===== src/rtl/bcd_to_7seg.sv =====
// bcd_to_7seg: registered 4-bit BCD/hex to 7-segment decoder with blanking and polarity select
module bcd_to_7seg #(
  parameter bit ACTIVE_LOW = 1'b0
) (
  input  logic       clk,
  input  logic       reset_n,
  input  logic [3:0] bcd,
  input  logic       en,
  output logic [6:0] led_out
);
  logic [6:0] glyph;
  logic [6:0] off;
  assign off = {7{ACTIVE_LOW}};
  // glyph lookup in {a,b,c,d,e,f,g} order with lit = 1; every code 0-15 is mapped
  always_comb begin
    glyph = 7'b1000111;
    case (bcd)
      4'h0: glyph = 7'b1111110;
      4'h1: glyph = 7'b0110000;
      4'h2: glyph = 7'b1101101;
      4'h3: glyph = 7'b1111001;
      4'h4: glyph = 7'b0110011;
      4'h5: glyph = 7'b1011011;
      4'h6: glyph = 7'b1011111;
      4'h7: glyph = 7'b1110000;
      4'h8: glyph = 7'b1111111;
      4'h9: glyph = 7'b1111011;
      4'ha: glyph = 7'b1110111;
      4'hb: glyph = 7'b0011111;
      4'hc: glyph = 7'b1001110;
      4'hd: glyph = 7'b0111101;
      4'he: glyph = 7'b1001111;
      default: glyph = 7'b1000111;
    endcase
  end
  // reset and en=0 both blank; polarity flip applied on the way into the register
  always_ff @(posedge clk)
    led_out <= (reset_n && en) ? glyph ^ off : off;
endmodule


===== config.mk =====
export PLATFORM = sky130hd
export DESIGN_NAME = bcd_to_7seg
export DESIGN_NICKNAME = d
export VERILOG_FILES = /design/src/rtl/bcd_to_7seg.sv
export SDC_FILE = /design/constraint.sdc
export NUM_CORES = 1
export LEC_CHECK = 0
export ABC_AREA = 1
export BUFFER_PORTS_ARGS = -buffer_cell sky130_fd_sc_hd__buf_2
export CAP_MARGIN = 40
export CORE_AREA = 2 2 39 41
export DETAILED_ROUTE_END_ITERATION = 6
export DIE_AREA = 0 0 41 43
export GPL_ROUTABILITY_DRIVEN = 0
export PLACE_DENSITY = 0.5
export SLEW_MARGIN = 20
export SYNTH_ARGS = -nofsm -noshare
export SYNTH_HDL_FRONTEND = slang
export SYNTH_SLANG_ARGS = --single-unit

===== constraint.sdc =====
create_clock -name clk -period 2.3 [get_ports clk]
set_clock_uncertainty 0.1 [all_clocks]
set_input_delay 0.115 -clock clk [delete_from_list [all_inputs] [get_ports clk]]
set_output_delay 0.115 -clock clk [all_outputs]
set_load 0.01 [all_outputs]

==> results of run 1 <==
-- per-layer routing --
layer	track usage, %	vias to the layer above
met5	0	-
met4	8.00	0
met1	12.4	150
met2	15.9	10
li1	-	204
met3	3.66	0
-- cell families (layout without fill, tap and decap cells) --
logic type      count (synthesis)  after routing
buf+inv                         6             23
fa+ha+maj                       7              7
flops                           7              7
simple gates                   25             25
compound gates                  9              9
-- layout make-up --
type / count / area (sq um) / area share, %
multi-input cells: 41 / 245 / 47.2
clock buffers: 4 / 26.3 / 5.06
flip-flops and latches: 7 / 140 / 27.0
well taps: 16 / 20.0 / 3.86
inverters: 6 / 22.5 / 4.34
repair buffers: 13 / 65.1 / 12.5
-- report_power, final --
| group | switching, mW | leakage, nW | total (mW) | internal, mW |
|---|---|---|---|---|
| logic | 0.0328 | 0.211 | 0.0536 | 0.0209 |
| registers | 0.00118 | 0.0578 | 0.130 | 0.128 |
| clock network | 0.0406 | 0.0150 | 0.107 | 0.0659 |
-- cells in the final DEF (no fill, tap or decap) --
master,instances
a21oi_1,4
a21oi_2,1
buf_2,13
clkbuf_1,1
clkbuf_4,3
dfxtp_1,7
ha_1,7
inv_1,4
inv_2,2
nand2_1,14
nand3_1,3
nor2_1,6
nor2_2,1
nor3b_2,1
o21ai_0,1
o21ai_1,3
-- critical path: cells and delay by family --
kind | cells | cell delay, ns
AOI/OAI and AO/OA | 1 | 0.12
adders and majority gates | 1 | 0.30
and+or+nand+nor | 3 | 0.17
buffers and inverters | 2 | 0.21
-- through the flow --
| stage | power, mW | area [sq um] | worst slack (ns) | instances |
|---|---|---|---|---|
| after CTS | 0.297 | 519 | 1.41 | 87 |
| final | 0.290 | 519 | 1.41 | 87 |
| after floorplan | 0.165 | 408 | 1.39 | 54 |
| after global placement | 0.186 | 493 | 1.18 | 83 |
| after detailed placement | 0.186 | 493 | 1.15 | 83 |
| after global routing | 0.312 | 519 | 1.34 | 87 |
-- how the worst min path moves through the flow --
stage,from,to
floorplan,bcd[3],led_out[4]
global placement,bcd[1],led_out[0]
detailed placement,bcd[1],led_out[0]
CTS,bcd[1],led_out[0]
global route,bcd[1],led_out[0]
finish,bcd[1],led_out[0]
==> flow_summary_export.csv, run 1 <==
group,metric,value,unit
run_status,status,"completed",
worst_setup_path,crit_path_end_kind,"register",
synthesis,synth.most_common_cell,"nand2_1",
floorplanning,initial_core_util,29.5,%
sta,finalCriticalPeriod,0.889,ns
synthesis,synthMuxAreaShare,0,%
cts,numCtsBuffers,3,
synthesis,synth.largest_area_cell,"dfxtp_1",
layout,largest_register_ffs,7,
power_and_ir_drop,ir_worst_vdd,0.000111,V
synthesis,yosys_warnings,0,
grt,grt_pass1_wl,1.29,mm
routing,highest-signal-layer,"met3",
synthesis,yosysSeqAreaShare,34.4,%
worst_setup_path,slowest_stage,"ha_1",
worst_setup_path,cpMostUsedCell,"nand2_1",
sta,finalHoldViolCount,0,
grt,antenna_found_initial,0,
routing,drc_errors,0,
floorplanning,coreArea,0.00138,sq mm
worst_setup_path,cp_max_fo,4,
power_and_ir_drop,power.density,558,mW/mm^2
floorplanning,fp.dieW,41,um
place,hpwlAfterDp,634,um
synthesis,yosys.area_share.simple,26.7,%
grt,grt_start_max_net_pins,8,
routing,drt_iter0_markers,11,
min_path,hp-class,"in -> reg",
layout,post-route-util,37.5,%
routing,drt-met1-wl,358,um
synthesis,synth_area_leaders,"dfxtp_1 34%, ha_1 21%, nand2_1 13%, nor2_1 5.5%, a21oi_1 4.9%",
routing,wl_met3,37,um
cts,cts_tree,"done",
cts,post_cts_buffers,0,
synthesis,yosysTopAreaCellShare,34.4,%
sta,fin_setup_tns,0,ns
flow_run,drv_cap,0,
routing,finalWirelength,764,um
sta,grt_setup_unrepaired,"no",
layout,areaGrowthSynthToFinish,27.3,%
layout,top_regs,"led_out x7",
min_path,whs_path_depth,3,
worst_setup_path,worstSetupEndpoint,"led_out[3]",
cts,ctsResizeCount,0,
synthesis,synthArstFlopShare,0,%
routing,wl_per_cell,8.78,um
worst_setup_path,critPathLaunchType,"primary input",
sta,slew_headroom,85.5,%
grt,track_usage,10.9,%
layout,regMostFlops,"led_out",
synthesis,syn-cell-area,408,sq um
synthesis,ys.flop_type,"dfxtp_1",
synthesis,synth-seq-cells,7,
worst_setup_path,critPathMaxStageDelay,0.30,ns
cts,cts_buffer_depth,2,
cts,cts_hold_buffers,0,
worst_setup_path,startpoint,"bcd[0]",
worst_setup_path,worstPathArrival,0.92,ns
cts,htreeDepth,1,
routing,vias_per_cell,4.18,
floorplanning,fp.dieH,43,um
synthesis,synth_edf_count,0,
synthesis,syn_area_per_cell,7.55,sq um
routing,wl_met2,367,um
sta,fin_crit_sh,38.6,%
cts,clk_pin_slew,0.05,ns
power_and_ir_drop,p_leak,0.284,nW
worst_setup_path,worstPathRequired,2.34,ns
floorplanning,dieArea,0.00176,sq mm
routing,drt-pass1-iter-count,4,
synthesis,synth_cell_type_count,13,
routing,ant_nets,0,
sta,worstMarginPinSlew,0.216,ns
place,port_buffers,13,
floorplanning,num_rows,14,
worst_setup_path,crit_chain,"buf_2 -> inv_1 -> ha_1 -> nand2_1 -> nand2_1 -> o21ai_1 -> nor2_1",
sta,hold_ws,0.0804,ns
grt,grt_pass1_vias,333,
synthesis,syn-num-nets,68,
sta,setup_viol,0,
synthesis,synth_xor_area_share,0,%
synthesis,synth_top_family_by_area,"simple AND/OR/NAND/NOR gates",
worst_setup_path,crit_type,"in -> reg",
layout,nets,86,
sta,fmax,1130,MHz
synthesis,netlist_instances,54,
cts,cts_sinks,7,
synthesis,synth_compound_area_share,12.0,%
layout,fillers,149,
grt,overflow,0,
layout,antenna_cells,0,
synthesis,synthAdderAreaFrac,21.5,%
floorplanning,io_pins,14,
layout,drive_above_1_share,29.6,%
synthesis,synth_common_cells,"14 x nand2_1, 7 x dfxtp_1, 7 x ha_1, 6 x nor2_1",
cts,ctsRootBufferMaster,"clkbuf_4",
routing,vias,364,
sta,drv_slew,0,
Note: power is estimated with default switching activity, not from simulation.
==> inputs of run 2 (changes only) <==
- PLACE_DENSITY: 0.5 -> 0.52
- clock period: 2.3 -> 0.8 ns (I/O delays scaled with it)
==> run 2 against run 1 <==
Against the previous run:
- the flow now finishes with violations (negative setup slack)
- wire length up 5.1%
- sequential cell count unchanged
- global-route usage down 0.70 points
- power rose to 3.0 times the previous value
- via count up 7.1%
- utilization up 4.2 points
- largest cell class unchanged
==> flow_summary_export.csv, run 2 (synthesis results as in run 1) <==
group,metric,value,unit
run_status,status,"finished with violations",
run_status,violations,"negative setup slack",
power_and_ir_drop,p_switching,0.228,mW
layout,final_cell_count_no_fill,89,
sta,setup_viol,6,
cts,clk_pin_slew,0.05,ns
floorplanning,initial_core_util,29.5,%
layout,top_regs,"led_out x7",
worst_setup_path,worstPathRequired,0.66,ns
routing,ant_nets,0,
min_path,min_from,"en",
sta,grt_setup_unrepaired,"yes",
sta,hold_ws,0.000882,ns
min_path,whs_path_depth,3,
worst_setup_path,crit_type,"reg -> out",
worst_setup_path,crit_chain,"buf_6",
sta,fin_crit_sh,101,%
grt,track_usage,10.2,%
worst_setup_path,crit_buf_inv,1,
power_and_ir_drop,pwr-share-comb,20.9,%
worst_setup_path,crit_path_end_kind,"output pin",
place,placed_cells,85,
routing,vias_per_cell,4.38,
cts,cts_buffer_depth,2,
worst_setup_path,critPathMaxStageDelay,0.31,ns
worst_setup_path,slowest_stage,"dfxtp_2",
cts,htreeDepth,1,
layout,post-route-util,41.7,%
floorplanning,fp.dieW,41,um
power_and_ir_drop,intPower,0.641,mW
place,hpwlAfterDp,654,um
power_and_ir_drop,power.density,1510,mW/mm^2
power_and_ir_drop,ir_worst_vdd,0.000382,V
sta,worstMarginPinSlew,0.152,ns
layout,largest_register_ffs,7,
place,port_buffers,13,
floorplanning,coreArea,0.00138,sq mm
grt,overflow,0,
sta,layout_setup_ws,-0.00793,ns
routing,drt-pass1-iter-count,4,
floorplanning,num_rows,14,
sta,fmax,1240,MHz
layout,antenna_cells,0,
grt,antenna_found_initial,0,
grt,grt_pass1_wl,1.23,mm
cts,cts_tree,"done",
worst_setup_path,worstPathArrival,0.67,ns
cts,cts_sinks,7,
layout,final_common_cell,"nand2_1",
sta,drv_slew,0,
sta,finalHoldViolCount,0,
layout,nets,88,
routing,wl_per_cell,9.02,um
routing,vias,390,
floorplanning,io_pins,14,
layout,areaGrowthSynthToFinish,41.4,%
sta,finalCriticalPeriod,0.808,ns
power_and_ir_drop,power_frac_seq,43.4,%
sta,slew_headroom,89.8,%
worst_setup_path,critPathTopFamily,"flip-flops",
cts,numCtsBuffers,3,
grt,grt_start_max_net_pins,8,
cts,ctsRootBufferMaster,"clkbuf_4",
power_and_ir_drop,p_leak,0.295,nW
floorplanning,dieArea,0.00176,sq mm
routing,finalWirelength,803,um
routing,drc_errors,0,
flow_run,drv_cap,0,
power_and_ir_drop,pwr-share-clk,35.7,%
routing,drt_iter0_markers,2,
layout,drive_above_1_share,39.7,%
worst_setup_path,cp_max_fo,1,
floorplanning,fp.dieH,43,um
min_path,hp-class,"in -> reg",
min_path,hold_end,"led_out[2]",
power_and_ir_drop,swShare,26.2,%
grt,grt_pass1_vias,317,
worst_setup_path,critPathLaunchType,"register",
layout,regMostFlops,"led_out",
worst_setup_path,path_depth,1,
layout,final_cell_mix,"14 x nand2_1, 9 x buf_2, 6 x nor2_1, 6 x ha_1",
run 2: changes by cell type in the layout (fill, tap and decap cells not counted), sizes merged:
| cell | before | now |
|---|---|---|
| clkbuf | 4 | 5 |
| buf | 13 | 14 |
run 2: worst max path at each step:
stage               startpoint    endpoint  slack, ns
finish              led_out[3]  led_out[3]     -0.008
global route        led_out[2]  led_out[2]      -0.05
CTS                 led_out[3]  led_out[3]      -0.02
detailed placement      bcd[1]  led_out[3]      -0.20
global placement        bcd[1]  led_out[3]      -0.19
floorplan               bcd[0]  led_out[3]       0.01
run 2: layer usage:
| metal | global-route usage [%] | vias to the layer above | wire (um) |
|---|---|---|---|
| met3 | 1.57 | 2 | 73 |
| li1 | - | 210 | - |
| met5 | 0 | - | 0 |
| met2 | 15.3 | 17 | 373 |
| met4 | 8.00 | 0 | 8 |
| met1 | 12.1 | 161 | 347 |
run 2: final cells by class:
type / count / area (sq um)
flip-flops and latches: 7 / 144
multi-input cells: 41 / 258
clock buffers: 4 / 26.3
repair buffers: 15 / 101
well taps: 16 / 20.0
inverters: 6 / 27.5
fillers: 145 / 807
run 2: power by group through the flow:
| stage | clock network, mW | logic [mW] | registers [mW] |
|---|---|---|---|
| 5_1_grt | 0.346 | 0.205 | 0.379 |
| 3_5_place_dp | 0 | 0.170 | 0.380 |
| 2_1_floorplan | 0 | 0.0874 | 0.392 |
| 3_3_place_gp | 0 | 0.172 | 0.380 |
| 6_report | 0.310 | 0.182 | 0.377 |
| 4_1_cts | 0.320 | 0.171 | 0.373 |
run 2: timing repair:
action | CTS | global route
setup buffers | 0 | 0
pin swaps | 0 | 0
endpoints found under the hold margin | 1 | 1
resized for setup | 0 | 8
endpoints found under the setup margin | 7 | 8
run 2: per-stage QoR:
step                      cell area (sq um)  power (mW)  TNS (ns)  setup WS [ns]
final                                   577       0.869   -0.0196       -0.00793
after global routing                    577       0.930    -0.249        -0.0543
after CTS                               549       0.864   -0.0667        -0.0168
after detailed placement                523       0.550    -0.869         -0.198
after global placement                  523       0.552    -0.933         -0.192
after floorplan                         423       0.479         0         0.0107
